==> src/rtl/hex_step_decoder_pkg.sv <==
`default_nettype none
// ============================================================================
// Module      : hex_step_decoder_pkg
// Description : Shared segment patterns, step-command codes and FSM states.
// Revision    : 1.0 - initial release
// ============================================================================
package hex_step_decoder_pkg;

    // Active-low patterns, bit 6 = segment g ... bit 0 = segment a
    localparam logic [6:0] C_SEG_0 = 7'b1000000;
    localparam logic [6:0] C_SEG_1 = 7'b1111001;
    localparam logic [6:0] C_SEG_2 = 7'b0100100;
    localparam logic [6:0] C_SEG_3 = 7'b0110000;
    localparam logic [6:0] C_SEG_4 = 7'b0011001;
    localparam logic [6:0] C_SEG_5 = 7'b0010010;
    localparam logic [6:0] C_SEG_6 = 7'b0000010;
    localparam logic [6:0] C_SEG_7 = 7'b1111000;
    localparam logic [6:0] C_SEG_8 = 7'b0000000;
    localparam logic [6:0] C_SEG_9 = 7'b0010000;

    localparam logic [1:0] CMD_HOLD = 2'b00;
    localparam logic [1:0] CMD_INC1 = 2'b01;
    localparam logic [1:0] CMD_INC2 = 2'b10;
    localparam logic [1:0] CMD_DEC1 = 2'b11;

    localparam logic [7:0] C_CNT_MAX = 8'd255;

    localparam logic [0:0] C_ST_EMPTY = 1'b0;
    localparam logic [0:0] C_ST_TRACK = 1'b1;

    typedef enum logic [0:0] {
        ST_EMPTY = C_ST_EMPTY,
        ST_TRACK = C_ST_TRACK
    } state_t;

endpackage : hex_step_decoder_pkg
`default_nettype wire

==> src/rtl/hex_step_decoder_seg7_to_bcd.sv <==
`default_nettype none
// ============================================================================
// Module      : seg7_to_bcd
// Description : Combinational active-low 7-segment to decimal digit lookup.
// Revision    : 1.0 - initial release
// ============================================================================
module seg7_to_bcd
    import hex_step_decoder_pkg::*;
(
    input  logic [6:0] seg,
    output logic [3:0] digit,
    output logic       legal
);

    always_comb begin
        digit = 4'd0;
        legal = 1'b1;
        unique case (seg)
            C_SEG_0: digit = 4'd0;
            C_SEG_1: digit = 4'd1;
            C_SEG_2: digit = 4'd2;
            C_SEG_3: digit = 4'd3;
            C_SEG_4: digit = 4'd4;
            C_SEG_5: digit = 4'd5;
            C_SEG_6: digit = 4'd6;
            C_SEG_7: digit = 4'd7;
            C_SEG_8: digit = 4'd8;
            C_SEG_9: digit = 4'd9;
            default: legal = 1'b0;
        endcase
    end

endmodule : seg7_to_bcd
`default_nettype wire

==> src/rtl/hex_step_decoder.sv <==
`default_nettype none
// ============================================================================
// Module      : hex_step_decoder
// Description : Tracks successive 7-segment digits and recovers step commands.
// Revision    : 1.0 - initial release
// ============================================================================
module hex_step_decoder
    import hex_step_decoder_pkg::*;
(
    input  logic       clk,
    input  logic       reset,
    input  logic [6:0] seg_in,
    input  logic       sample,
    output logic [3:0] digit,
    output logic       digit_valid,
    output logic [1:0] cmd,
    output logic       cmd_valid,
    output logic       seg_err,
    output logic       jump_err,
    output logic [7:0] cmd_count
);

    state_t     r_state;
    state_t     w_state_nxt;
    logic [3:0] r_prev;
    logic [3:0] r_digit;
    logic [1:0] r_cmd;
    logic [7:0] r_cmd_count;
    logic       r_digit_valid;
    logic       r_cmd_valid;
    logic       r_seg_err;
    logic       r_jump_err;

    logic [3:0] w_prev_nxt;
    logic [3:0] w_digit_nxt;
    logic [1:0] w_cmd_nxt;
    logic [7:0] w_cmd_count_nxt;
    logic       w_digit_valid_nxt;
    logic       w_cmd_valid_nxt;
    logic       w_seg_err_nxt;
    logic       w_jump_err_nxt;

    logic [3:0] w_new;
    logic       w_legal;
    logic [4:0] w_diff;
    logic [4:0] w_delta;

    seg7_to_bcd u_lookup (
        .seg   (seg_in),
        .digit (w_new),
        .legal (w_legal)
    );

    // Bias by 10 before subtracting so the 5-bit difference never underflows
    assign w_diff  = {1'b0, w_new} + 5'd10 - {1'b0, r_prev};
    assign w_delta = (w_diff >= 5'd10) ? (w_diff - 5'd10) : w_diff;

    always_ff @(posedge clk) begin
        if (reset) begin
            r_state <= ST_EMPTY;
        end else begin
            r_state <= w_state_nxt;
        end
    end

    always_comb begin
        w_state_nxt       = r_state;
        w_prev_nxt        = r_prev;
        w_digit_nxt       = r_digit;
        w_cmd_nxt         = r_cmd;
        w_cmd_count_nxt   = r_cmd_count;
        w_digit_valid_nxt = 1'b0;
        w_cmd_valid_nxt   = 1'b0;
        w_seg_err_nxt     = 1'b0;
        w_jump_err_nxt    = 1'b0;

        if (sample) begin
            if (!w_legal) begin
                w_seg_err_nxt = 1'b1;
                w_state_nxt   = ST_EMPTY;
            end else begin
                w_prev_nxt        = w_new;
                w_digit_nxt       = w_new;
                w_digit_valid_nxt = 1'b1;
                w_state_nxt       = ST_TRACK;
                if (r_state == ST_TRACK) begin
                    w_cmd_valid_nxt = 1'b1;
                    case (w_delta)
                        5'd0:    w_cmd_nxt = CMD_HOLD;
                        5'd1:    w_cmd_nxt = CMD_INC1;
                        5'd2:    w_cmd_nxt = CMD_INC2;
                        5'd9:    w_cmd_nxt = CMD_DEC1;
                        default: begin
                            w_cmd_valid_nxt = 1'b0;
                            w_jump_err_nxt  = 1'b1;
                        end
                    endcase
                end
            end
        end

        if (w_cmd_valid_nxt && (r_cmd_count != C_CNT_MAX)) begin
            w_cmd_count_nxt = r_cmd_count + 8'd1;
        end
    end

    always_ff @(posedge clk) begin
        if (reset) begin
            r_prev        <= 4'd0;
            r_digit       <= 4'd0;
            r_cmd         <= CMD_HOLD;
            r_cmd_count   <= 8'd0;
            r_digit_valid <= 1'b0;
            r_cmd_valid   <= 1'b0;
            r_seg_err     <= 1'b0;
            r_jump_err    <= 1'b0;
        end else begin
            r_prev        <= w_prev_nxt;
            r_digit       <= w_digit_nxt;
            r_cmd         <= w_cmd_nxt;
            r_cmd_count   <= w_cmd_count_nxt;
            r_digit_valid <= w_digit_valid_nxt;
            r_cmd_valid   <= w_cmd_valid_nxt;
            r_seg_err     <= w_seg_err_nxt;
            r_jump_err    <= w_jump_err_nxt;
        end
    end

    assign digit       = r_digit;
    assign digit_valid = r_digit_valid;
    assign cmd         = r_cmd;
    assign cmd_valid   = r_cmd_valid;
    assign seg_err     = r_seg_err;
    assign jump_err    = r_jump_err;
    assign cmd_count   = r_cmd_count;

endmodule : hex_step_decoder
`default_nettype wire
==> config.mk <==
export PLATFORM = sky130hd
export DESIGN_NAME = hex_step_decoder
export DESIGN_NICKNAME = d
export VERILOG_FILES = /design/src/rtl/hex_step_decoder_pkg.sv /design/src/rtl/hex_step_decoder_seg7_to_bcd.sv /design/src/rtl/hex_step_decoder.sv
export SDC_FILE = /design/constraint.sdc
export NUM_CORES = 1
export LEC_CHECK = 0
export ABC_CLOCK_PERIOD_IN_PS = 4340
export CAP_MARGIN = 5
export CORE_ASPECT_RATIO = 0.7
export CORE_UTILIZATION = 40
export CTS_BUF_LIST = sky130_fd_sc_hd__clkbuf_16
export DETAILED_ROUTE_END_ITERATION = 8
export PLACE_DENSITY = 0.64
export SETUP_SLACK_MARGIN = 0.4
export SKIP_LAST_GASP = 1
export SYNTH_ARGS = -nofsm -noshare
export SYNTH_HDL_FRONTEND = slang
export SYNTH_SLANG_ARGS = --single-unit
==> constraint.sdc <==
create_clock -name clk -period 4.34 [get_ports clk]
set_input_delay 0.651 -clock clk [delete_from_list [all_inputs] [get_ports clk]]
set_output_delay 0.651 -clock clk [all_outputs]
set_load 0.01 [all_outputs]
Yosys cells after proc, flatten, opt, wreduce, memory -nomap -nowiden
Index checks and enable logic that the tools add are counted.
{"block": "totals", "wordCells": 50, "input_bits": 10, "ff_bits": 19}
{"block": "op_classes", "n_reduce_logical": 10, "mux": 11, "eq_ne": 13, "bitwise_logic": 3, "n_lt_le_gt_ge": 1, "n_addsub": 4}
{"cell": "$pmux W4 S9", "n": 1}
{"cell": "$eq A7 B5 Y1 const B", "n": 3}
{"cell": "$eq A7 B7 Y1 const B", "n": 3}
{"cell": "$eq A7 B6 Y1 const B", "n": 2}
{"cell": "$reduce_or A10 Y1", "n": 1}
{"cell": "$add A8 B1 Y8 const B", "n": 1}
{"cell": "$mux W1", "n": 8}
{"cell": "$ne A8 B8 Y1 const B", "n": 1}
{"cell": "$pmux W2 S4", "n": 1}
{"cell": "$reduce_or A4 Y1", "n": 2}
{"cell": "$eq A7 B2 Y1 const B", "n": 1}
{"cell": "$logic_not A7 Y1", "n": 1}
{"cell": "$add A4 B4 Y5 const B", "n": 1}
{"cell": "$eq A5 B1 Y1 const B", "n": 1}
{"cell": "$eq A5 B2 Y1 const B", "n": 1}
{"cell": "$eq A5 B4 Y1 const B", "n": 1}
{"cell": "$ge A5 B4 Y1 const B", "n": 1}
{"cell": "$logic_not A5 Y1", "n": 1}
{"cell": "$mux W5", "n": 1}
{"cell": "$sub A5 B4 Y5", "n": 1}
{"cell": "$sub A5 B4 Y5 const B", "n": 1}
{"cell": "$reduce_and A4 Y1", "n": 1}
{"cell": "$reduce_bool A4 Y1", "n": 1}
{"cell": "$not A1 Y1", "n": 3}
{"cell": "3 further kinds", "n": 3}

Depth between registers and ports, before layout
Gate-level depths: netlist of run 1.
{"block": "depth", "word_depth": 13, "mapped_depth": 16, "depth_no_buf": 15}

By module
From an unflattened synthesis of run 1, not the netlist that was laid out.
{"block": "hier_totals", "cells_unflattened": 184, "hier_area_um2": 1507.7}
{"module": "hex_step_decoder", "area_each_um2": 1283.7, "cells_each": 152, "seq_area_each_um2": 380.4, "instances": 1}
{"module": "seg7_to_bcd", "area_each_um2": 224.0, "cells_each": 32, "seq_area_each_um2": 0.0, "instances": 1}

Worst setup path before layout of run 1
OpenSTA, ideal clock, no wires.
{"block": "synth_path", "path_type": "input to register", "from": "input port seg_in[6]", "to": "register r_cmd_count[0], in the netlist cmd_count[0]", "t_required_ns": 4.219, "arrival_time_ns": 4.219, "slack_ns": 0.001, "setup_time_ns": 0.121, "n_path_buf": 1, "stages": 16, "path_cell_list": "or3_1 > o32a_1 > and2_1 > ha_1 > inv_1 > ha_1 > fa_1 > inv_1 > ha_1 > nor3b_1 > a21o_1 > nor4b_1 > nor3_1 > buf_2 > nor3b_2 > mux2_2"}
{"block": "synth_between", "elab_chain_cells": 13, "elab_cells_between_ends": 28, "classes_between": "add/sub: 3; order compare: 1; eq/ne: 12; mux: 7; reduce/logical: 5"}
{"element": "start, declared", "line_no": "hex_step_decoder.sv:12", "text": "input logic [6:0] seg_in,"}
{"element": "$eq A7 B5 Y1, or another cell as far along", "line_no": "hex_step_decoder_seg7_to_bcd.sv:18", "text": "unique case (seg)"}
{"element": "$pmux W4 S9", "line_no": "hex_step_decoder_seg7_to_bcd.sv:18"}
{"element": "$add A4 B4 Y5", "line_no": "hex_step_decoder.sv:55", "text": "assign w_diff = {1'b0, w_new} + 5'd10 - {1'b0, r_prev};"}
{"element": "$sub A5 B4 Y5", "line_no": "hex_step_decoder.sv:55"}
{"element": "$sub A5 B4 Y5 or $ge A5 B4 Y1 (tied branches)", "line_no": "hex_step_decoder.sv:56", "text": "assign w_delta = (w_diff >= 5'd10) ? (w_diff - 5'd10) : w_diff;"}
{"element": "$mux W5", "line_no": "hex_step_decoder.sv:56"}
{"element": "$eq A5 B4 Y1, or another cell as far along", "line_no": "hex_step_decoder.sv:88", "text": "case (w_delta)"}
{"element": "$reduce_or A4 Y1 (no source line)"}
{"element": "$mux W1", "line_no": "hex_step_decoder.sv:88"}
{"element": "$mux W1", "line_no": "hex_step_decoder.sv:86", "text": "if (r_state == ST_TRACK) begin"}
{"element": "$mux W1 (*)", "line_no": "hex_step_decoder.sv:78", "text": "if (!w_legal) begin"}
{"element": "$mux W1 (*)", "line_no": "hex_step_decoder.sv:77", "text": "if (sample) begin"}
{"element": "$logic_and A1 B1 Y1 (*)", "line_no": "hex_step_decoder.sv:102", "text": "if (w_cmd_valid_nxt && (r_cmd_count != C_CNT_MAX)) begin"}
{"element": "end signal, assigned", "line_no": "hex_step_decoder.sv:121", "text": "r_cmd_count <= w_cmd_count_nxt;"}
{"element": "end, declared", "line_no": "hex_step_decoder.sv:28", "text": "logic [7:0] r_cmd_count;"}
Every way passes the cells marked *; elsewhere a longest branch is shown, timed or not.
A chain may end at the register's enable or synchronous reset.

Worst setup path in the final report of run 1
{"block": "layout_path", "from": "input port seg_in[6]", "to": "register r_cmd_count[3], in the netlist cmd_count[3]"}
The elaborated chain is that of the path after synthesis.

==> results of run 1 <==
[repair_timing]
action / CTS / global route
setup endpoints to repair: 12 / 11
gates resized for setup: 54 / 34
cloned: 1 / 0
buffers inserted: 13 / 4
pin swaps: 23 / 23
[critical path, stage by stage]
cell and delay, ps:
sky130_fd_sc_hd__buf_6 100, sky130_fd_sc_hd__or3_1 360, sky130_fd_sc_hd__o32a_1 180, sky130_fd_sc_hd__and2_4 180
sky130_fd_sc_hd__ha_4 250, sky130_fd_sc_hd__inv_2 40, sky130_fd_sc_hd__ha_4 150, sky130_fd_sc_hd__fa_1 590
sky130_fd_sc_hd__inv_2 70, sky130_fd_sc_hd__ha_4 190, sky130_fd_sc_hd__nor3b_4 190, sky130_fd_sc_hd__a21o_1 170
sky130_fd_sc_hd__o311a_1 250, sky130_fd_sc_hd__buf_6 130, sky130_fd_sc_hd__o311ai_4 80, sky130_fd_sc_hd__buf_4 160
sky130_fd_sc_hd__or3_4 380, sky130_fd_sc_hd__a21oi_2 120
[state kept, by name, indices dropped and copies added, names as in the netlist]
signal       flops
r_state          1
digit_valid      1
cmd_count        8
digit            4
cmd_valid        1
jump_err         1
cmd              2
seg_err          1
[synth_stat cells, types with 4 or more instances]
master,count
sky130_fd_sc_hd__or3_1,5
sky130_fd_sc_hd__ha_1,9
sky130_fd_sc_hd__nand3_1,5
sky130_fd_sc_hd__nand2b_1,6
sky130_fd_sc_hd__and3_1,4
sky130_fd_sc_hd__o21ai_0,5
sky130_fd_sc_hd__a21oi_1,11
sky130_fd_sc_hd__nor2_1,10
sky130_fd_sc_hd__or4_1,4
sky130_fd_sc_hd__dfxtp_1,19
sky130_fd_sc_hd__inv_1,13
sky130_fd_sc_hd__nand2_1,10
sky130_fd_sc_hd__nor3_1,7
[cells by family after synthesis]
logic type               Yosys count  synth area share
AO/OA/AOI/OAI                     41             0.240
XOR/XNOR                           2            0.0126
adder cells (fa/ha/maj)           10            0.0954
buffers and inverters             17            0.0495
flip-flops                        19             0.274
multiplexers                       6            0.0459
AND/OR/NAND/NOR                   68             0.283
[layer usage]
| metal | vias to the layer above | wire, um | GRT usage |
|---|---|---|---|
| met5 | - | 0 | 0 |
| met4 | 0 | 125 | 0.0915 |
| met3 | 14 | 210 | 0.0552 |
| met2 | 60 | 2190 | 0.408 |
| met1 | 817 | 2350 | 0.376 |
| li1 | 784 | - | - |
[where the power goes]
group          internal (mW)  switching (mW)
Combinational         0.0735          0.0694
Clock                  0.125          0.0730
Sequential             0.176         0.00130
[worst max path at each step]
stage	start	end	slack [ps]	depth (start not counted)
6_report	seg_in[6]	cmd_count[3]	290	18
5_1_grt	seg_in[1]	cmd_count[3]	200	18
2_1_floorplan	seg_in[6]	cmd_count[0]	310	16
3_5_place_dp	seg_in[6]	cmd_count[7]	-520	18
4_1_cts	seg_in[5]	cmd_count[0]	380	15
3_3_place_gp	seg_in[6]	cmd_count[7]	-330	18
[through the flow]
| stage | utilization | instances |
|---|---|---|
| after floorplan | - | 163 |
| after global placement | 0.633 | 269 |
| after detailed placement | 0.633 | 269 |
| after CTS | 0.736 | 287 |
| after global routing | 0.787 | 291 |
| final | 0.787 | 291 |
[layout by cell type (no fill, tap or decap), drive strengths merged, types with 2 or more instances in the layout]
master / n
o311ai: 3
or3: 5
o31ai: 2
o32a: 3
nor3b: 2
clkdlybuf4s50: 20
nand4b: 2
a21oi: 11
nor4b: 2
ha: 9
nand2: 10
nor3: 7
nand2b: 6
o2111ai: 2
or4: 4
dfxtp: 19
mux2: 3
nand3: 5
or2: 2
nor2: 10
a21o: 3
nor2b: 2
o21ai: 5
inv: 13
nand4: 3
buf: 59
clkbuf: 4
o311a: 2
and3: 4
mux2i: 3
[cell type report]
| type | count | area, um^2 |
|---|---|---|
| Clock buffer | 3 | 75.1 |
| Clock inverter | 1 | 7.51 |
| Fill cell | 197 | 689 |
| Inverter | 13 | 48.8 |
| Multi-Input combinational cell | 128 | 1270 |
| Sequential cell | 19 | 380 |
| Tap cell | 47 | 58.8 |
| Timing Repair Buffer | 80 | 699 |
==> results.md, run 1 <==
• 51 — count of unique library cells instantiated by Yosys
• 1675 — via count of the routed design
• 0.997 nW — LEAKAGE
• 0.274 — sequential area share after synthesis
• sky130_fd_sc_hd__dfxtp_1, sky130_fd_sc_hd__ha_1, sky130_fd_sc_hd__a21oi_1, sky130_fd_sc_hd__inv_1, sky130_fd_sc_hd__nand2_1 — largest cells by area after synthesis
• 16.7 um — detailed-route wire length per cell
• sky130_fd_sc_hd__dfxtp_1 — cell type contributing the most total cell area after synthesis
• 204 nW/um^2 — Power per Cell Area
• 0.934 — post-route fraction of the period consumed by the critical path
• 3.11 ps — worst setup skew after layout
• cmd_count[3] — FF-to-FF End
• 0 — total congestion overflow after global routing
• cmd[0] — start point of the worst hold path
• 0.274 — share of the synthesized area in the top cell type
• 0 — count of synthesis-stage warnings from yosys
• 1 — CTS H-tree lvls
• 5 — crit path max fanout
• 163 — post-synthesis cell count
• true — unrepaired setup endpoints after global routing
• 0.518 mW — Pwr Total
• 60 ps — clock transition time at the flip-flop clock pins of the worst setup and hold paths
• 1.00 — global placement routability congestion
• 0 — Hold Vio Cnt, Final
• -516 ps — worst setup slack after placement
• 27 — number of input and output port buffers inserted
• 5.76 — via-per-instance ratio
• 8.53 um^2 — mean post-synth cell area
• 0.269 — total track usage
• 4 — first drt pass iteration count
• 3230 um^2 — core area
• 2 — clk buf depth
• 4.87 mm — Routed WL
• 260 ps — clk_lat worst skew
• 2.98 mm — DPL Wire Length
• 4230 ps — arrival time reported for the critical path endpoint
• 2540 um^2 — post-route cell area
• 2 — hold path cells
• sky130_fd_sc_hd__dfxtp_1 — Most used DFF post-synth
• register — Setup crit end kind
• cmd[0] — Endpoint, Worst Hold
• 19 — register bit count reported by yosys
• 0 — max_cap viols
• 265 — number of nets in the layout
• sky130_fd_sc_hd__clkbuf_16 — master cell of the clock root buffer
• 0 ps — post-route setup TNS
• 28 — I/O pin count
• 183 — synthesized net count
• 0 — final-report max-slew violation count
• 7.61 mm — first-pass GRT wire length
• 3720 um^2 — total die area
• 2050 um^2 — Placed Area
• 4050 ps — minimum clock period
• 19 — # clock sinks
• 0 — Post-synth ARST share
• 0 — ANT nets after route
• 656 ps — Slew @ Worst Pin
• primary input — startpoint type of the worst setup path
• 3 — number of buffers inserted during clock tree synthesis
• 1390 um^2 — synthesized area
• 17 — count of standard-cell rows
• 0 — hold-fix buffer count after cts
• 0 — count of endpoints failing setup in the final report
• 247 MHz — maximum clock frequency
• 19 — maximum number of pins on one net before global-route repair
• register to register — min-delay worst type
• 14 — number of cells traversed by the worst register-to-register path
• 0 — diode insertion count for antenna repair
• 0 — count of flip-flops with a built-in enable after synthesis
• 1120 ps — reg-to-reg setup timing slack
• 0.561 — worst max-slew margin expressed relative to the limit
• 4520 ps — Worst EP required
• 494 ps — Worst Hold Slack
• 83.0% — area overhead of the layout relative to synthesis
• 0 — initial antenna violation count
• yes — TritonCTS clock tree
• finished, final reports clean — outcome
• 287 ps — worst setup margin
• 1561 — vias in the first global route
• 72.5 um — Horiz. Die Dim
• primary input to register — Critical Setup Path Class
• 0.430 — Starting Density
• 0 — remaining routing DRC violations
• 0.459 — fraction of final layout cells with drive strength greater than 1
• 51.3 um — die extent in y
• 100 — 1st-iter DRT viols
• 0.205 mV — peak supply drop
• digit[1] — RR Startpoint
Note: power is estimated with default switching activity, not from simulation.
==> inputs of run 2 (changes only) <==
--- a/config.mk
+++ b/config.mk
@@ -6,12 +6,11 @@
 export NUM_CORES = 1
 export LEC_CHECK = 0
 export ABC_CLOCK_PERIOD_IN_PS = 4340
-export CAP_MARGIN = 5
 export CORE_ASPECT_RATIO = 0.7
-export CORE_UTILIZATION = 40
+export CORE_UTILIZATION = 46
 export CTS_BUF_LIST = sky130_fd_sc_hd__clkbuf_16
 export DETAILED_ROUTE_END_ITERATION = 8
-export PLACE_DENSITY = 0.64
+export PLACE_DENSITY = 0.72
 export SETUP_SLACK_MARGIN = 0.4
 export SKIP_LAST_GASP = 1
 export SYNTH_ARGS = -nofsm -noshare
==> run 2 against run 1 <==
Core utilization grew 7.6 points. Sequential power hardly changed. Design area shrank 3.6%. Worst setup slack got worse by 120 ps. Critical path type unchanged. Highest routed layer unchanged.
==> results.md, run 2 (same netlist as run 1, synthesis figures left out) <==
• finished, final reports clean — outcome
• 590 ps — Crit path largest cell delay
• 3250 um^2 — total die area
• 718 ps — Slew @ Worst Pin
• 0 ps — post-route setup TNS
• 0 — final-report max-slew violation count
• 0 — Hold Vio Cnt, Final
• 6.50 — via-per-instance ratio
• 1 — CTS H-tree lvls
• register to register — min-delay worst type
• 16 — count of standard-cell rows
• 167 ps — worst setup margin
• 1.39 ps — worst setup skew after layout
• met2 — highest-utilization routing layer at the global route stage
• 19 — maximum number of pins on one net before global-route repair
• 2 — hold path cells
• sky130_fd_sc_hd__buf_4, sky130_fd_sc_hd__clkdlybuf4s50_1, sky130_fd_sc_hd__dfxtp_1 — commonest non-fill, non-tap cells in the layout
• 0 — initial antenna violation count
• primary input — startpoint type of the worst setup path
• sky130_fd_sc_hd__fa_1 — cell with the biggest individual delay on the critical path
• 14 — number of cells traversed by the worst register-to-register path
• 240 MHz — maximum clock frequency
• 1788 — via count of the routed design
• 7.65 mm — first-pass GRT wire length
• 20.9 um — detailed-route wire length per cell
• 0.444 — fraction of final layout cells with drive strength greater than 1
• 0.0595 — met3 track demand over resource
• sky130_fd_sc_hd__clkbuf_16 — master cell of the clock root buffer
• 0 — count of endpoints failing setup in the final report
• 5.74 mm — Routed WL
• 155 — 1st-iter DRT viols
• 0.243 mV — peak supply drop
• 28 — I/O pin count
• 60 ps — clock transition time at the flip-flop clock pins of the worst setup and hold paths
• 4170 ps — minimum clock period
• 48.0 um — die extent in y
• sky130_fd_sc_hd__buf_4 — most frequent standard cell in the layout excluding fill and tap cells
• 0.489 — Starting Density
• 2840 um^2 — core area
• adder cells — gate family responsible for the most delay along the worst path
• 0.863 — core utilization of the finished layout
• 128 — fill count
• 250 ps — clk_lat worst skew
• 0 — remaining routing DRC violations
• 0 — total congestion overflow after global routing
• 0 — diode insertion count for antenna repair
• -530 ps — worst setup slack after placement
• 0.520 — worst max-slew margin expressed relative to the limit
• 2030 um^2 — Placed Area
• 0.560 — met2 usage
• buf_6 -> or3_1 -> o32a_1 -> and2_4 -> ha_4 -> inv_4 -> ha_4 -> fa_1 -> inv_2 -> ha_4 -> nor3b_4 -> a21o_1 -> o311a_1 -> nor3_2 -> buf_4 -> buf_4 -> o31ai_1 -> a21oi_1 — ordered cell list for the critical path
• 0.940 — global placement routability congestion
• 260 — number of nets in the layout
• 486 ps — Worst Hold Slack
• seg_in[0] — start point of the critical path
• primary input to register — Critical Setup Path Class
• 1550 — vias in the first global route
• true — unrepaired setup endpoints after global routing
• 19 — # clock sinks
• 5 — WP buf/inv
• 2 — clk buf depth
• 4270 ps — arrival time reported for the critical path endpoint
• 210 nW/um^2 — Power per Cell Area
• 4440 ps — Worst EP required
• cmd[0] — start point of the worst hold path
• 0.328 — total track usage
• 0.424 — met1 Track Usage GR
• 8 — flip-flop count of the largest register, all copies and words added
• 0 — ANT nets after route
• 0.961 — post-route fraction of the period consumed by the critical path
• 980 ps — reg-to-reg setup timing slack
• 76.4% — area overhead of the layout relative to synthesis
• digit[1] — RR Startpoint
• cmd[0] — Endpoint, Worst Hold
• 5 — first drt pass iteration count
• 0.965 nW — LEAKAGE
• yes — TritonCTS clock tree
• 27 — number of input and output port buffers inserted
• 0 — max_cap viols
• 2450 um^2 — post-route cell area
• 5 — crit path max fanout
• 3 — number of buffers inserted during clock tree synthesis
• 67.7 um — Horiz. Die Dim
• cmd_count[7] — FF-to-FF End
• 3.14 mm — DPL Wire Length
• register — Setup crit end kind
• sky130_fd_sc_hd__ha_4 — cell repeated most along the worst path
## run 2: how the worst max path moves through the flow
stage                     slack [ps]  depth (start not counted)            to
after floorplan                  310                         16  cmd_count[0]
after global placement          -390                         15  cmd_count[7]
after detailed placement        -530                         15  cmd_count[5]
after CTS                        350                         15  cmd_count[5]
after global routing              -4                         18  cmd_count[7]
final                            170                         18  cmd_count[7]
## run 2: layout make-up
class / instances / area (um^2) / area share
tap: 36 / 45.0 / 0.0184
clock buffer: 3 / 75.1 / 0.0306
clock inverter: 1 / 7.51 / 0.00306
timing repair buffer: 75 / 634 / 0.259
sequential: 19 / 380 / 0.155
inverter: 13 / 51.3 / 0.0209
multi-input combinational: 128 / 1260 / 0.513
## run 2: power breakdown
part / switching, mW / total [mW] / internal [mW] / leakage [nW]
Clock: 0.0730 / 0.198 / 0.125 / 0.0371
Combinational: 0.0712 / 0.140 / 0.0686 / 0.774
Sequential: 0.00135 / 0.177 / 0.176 / 0.153
## run 2: worst register-to-register path: stages (launching register included)
cell,delay [ps]
sky130_fd_sc_hd__dfxtp_1,360
sky130_fd_sc_hd__ha_4,290
sky130_fd_sc_hd__inv_4,30
sky130_fd_sc_hd__ha_4,150
sky130_fd_sc_hd__fa_1,590
sky130_fd_sc_hd__inv_2,80
sky130_fd_sc_hd__ha_4,190
sky130_fd_sc_hd__nor3b_4,190
sky130_fd_sc_hd__a21o_1,170
sky130_fd_sc_hd__o311a_1,290
sky130_fd_sc_hd__nor3_2,90
sky130_fd_sc_hd__buf_4,170
sky130_fd_sc_hd__buf_4,130
sky130_fd_sc_hd__o31ai_1,310
sky130_fd_sc_hd__a21oi_1,140
## run 2: timing repair
item	CTS	global route
hold buffers	0	0
pin swaps	25	12
setup endpoints to repair	12	12
gates resized for setup	63	24
setup buffers	6	5
gates cloned	2	0
## run 2: metal layers
metal	vias to the layer above	wire, um
met2	143	2640
met4	0	321
met3	47	510
li1	773	-
met5	-	0
met1	825	2270
## run 2: metrics by stage
| stage | total power, mW | instances |
|---|---|---|
| final | 0.515 | 275 |
| after global routing | 0.525 | 275 |
| after CTS | 0.492 | 270 |
| after detailed placement | 0.280 | 258 |
| after global placement | 0.276 | 258 |
| after floorplan | 0.232 | 163 |
==> inputs of run 3 (changes only) <==
--- a/config.mk
+++ b/config.mk
@@ -13,6 +13,7 @@
 export PLACE_DENSITY = 0.72
 export SETUP_SLACK_MARGIN = 0.4
 export SKIP_LAST_GASP = 1
+export SLEW_MARGIN = 20
 export SYNTH_ARGS = -nofsm -noshare
 export SYNTH_HDL_FRONTEND = slang
 export SYNTH_SLANG_ARGS = --single-unit
==> results of run 3 <==
The final DEF is identical to that of run 2; final timing and power are the same.
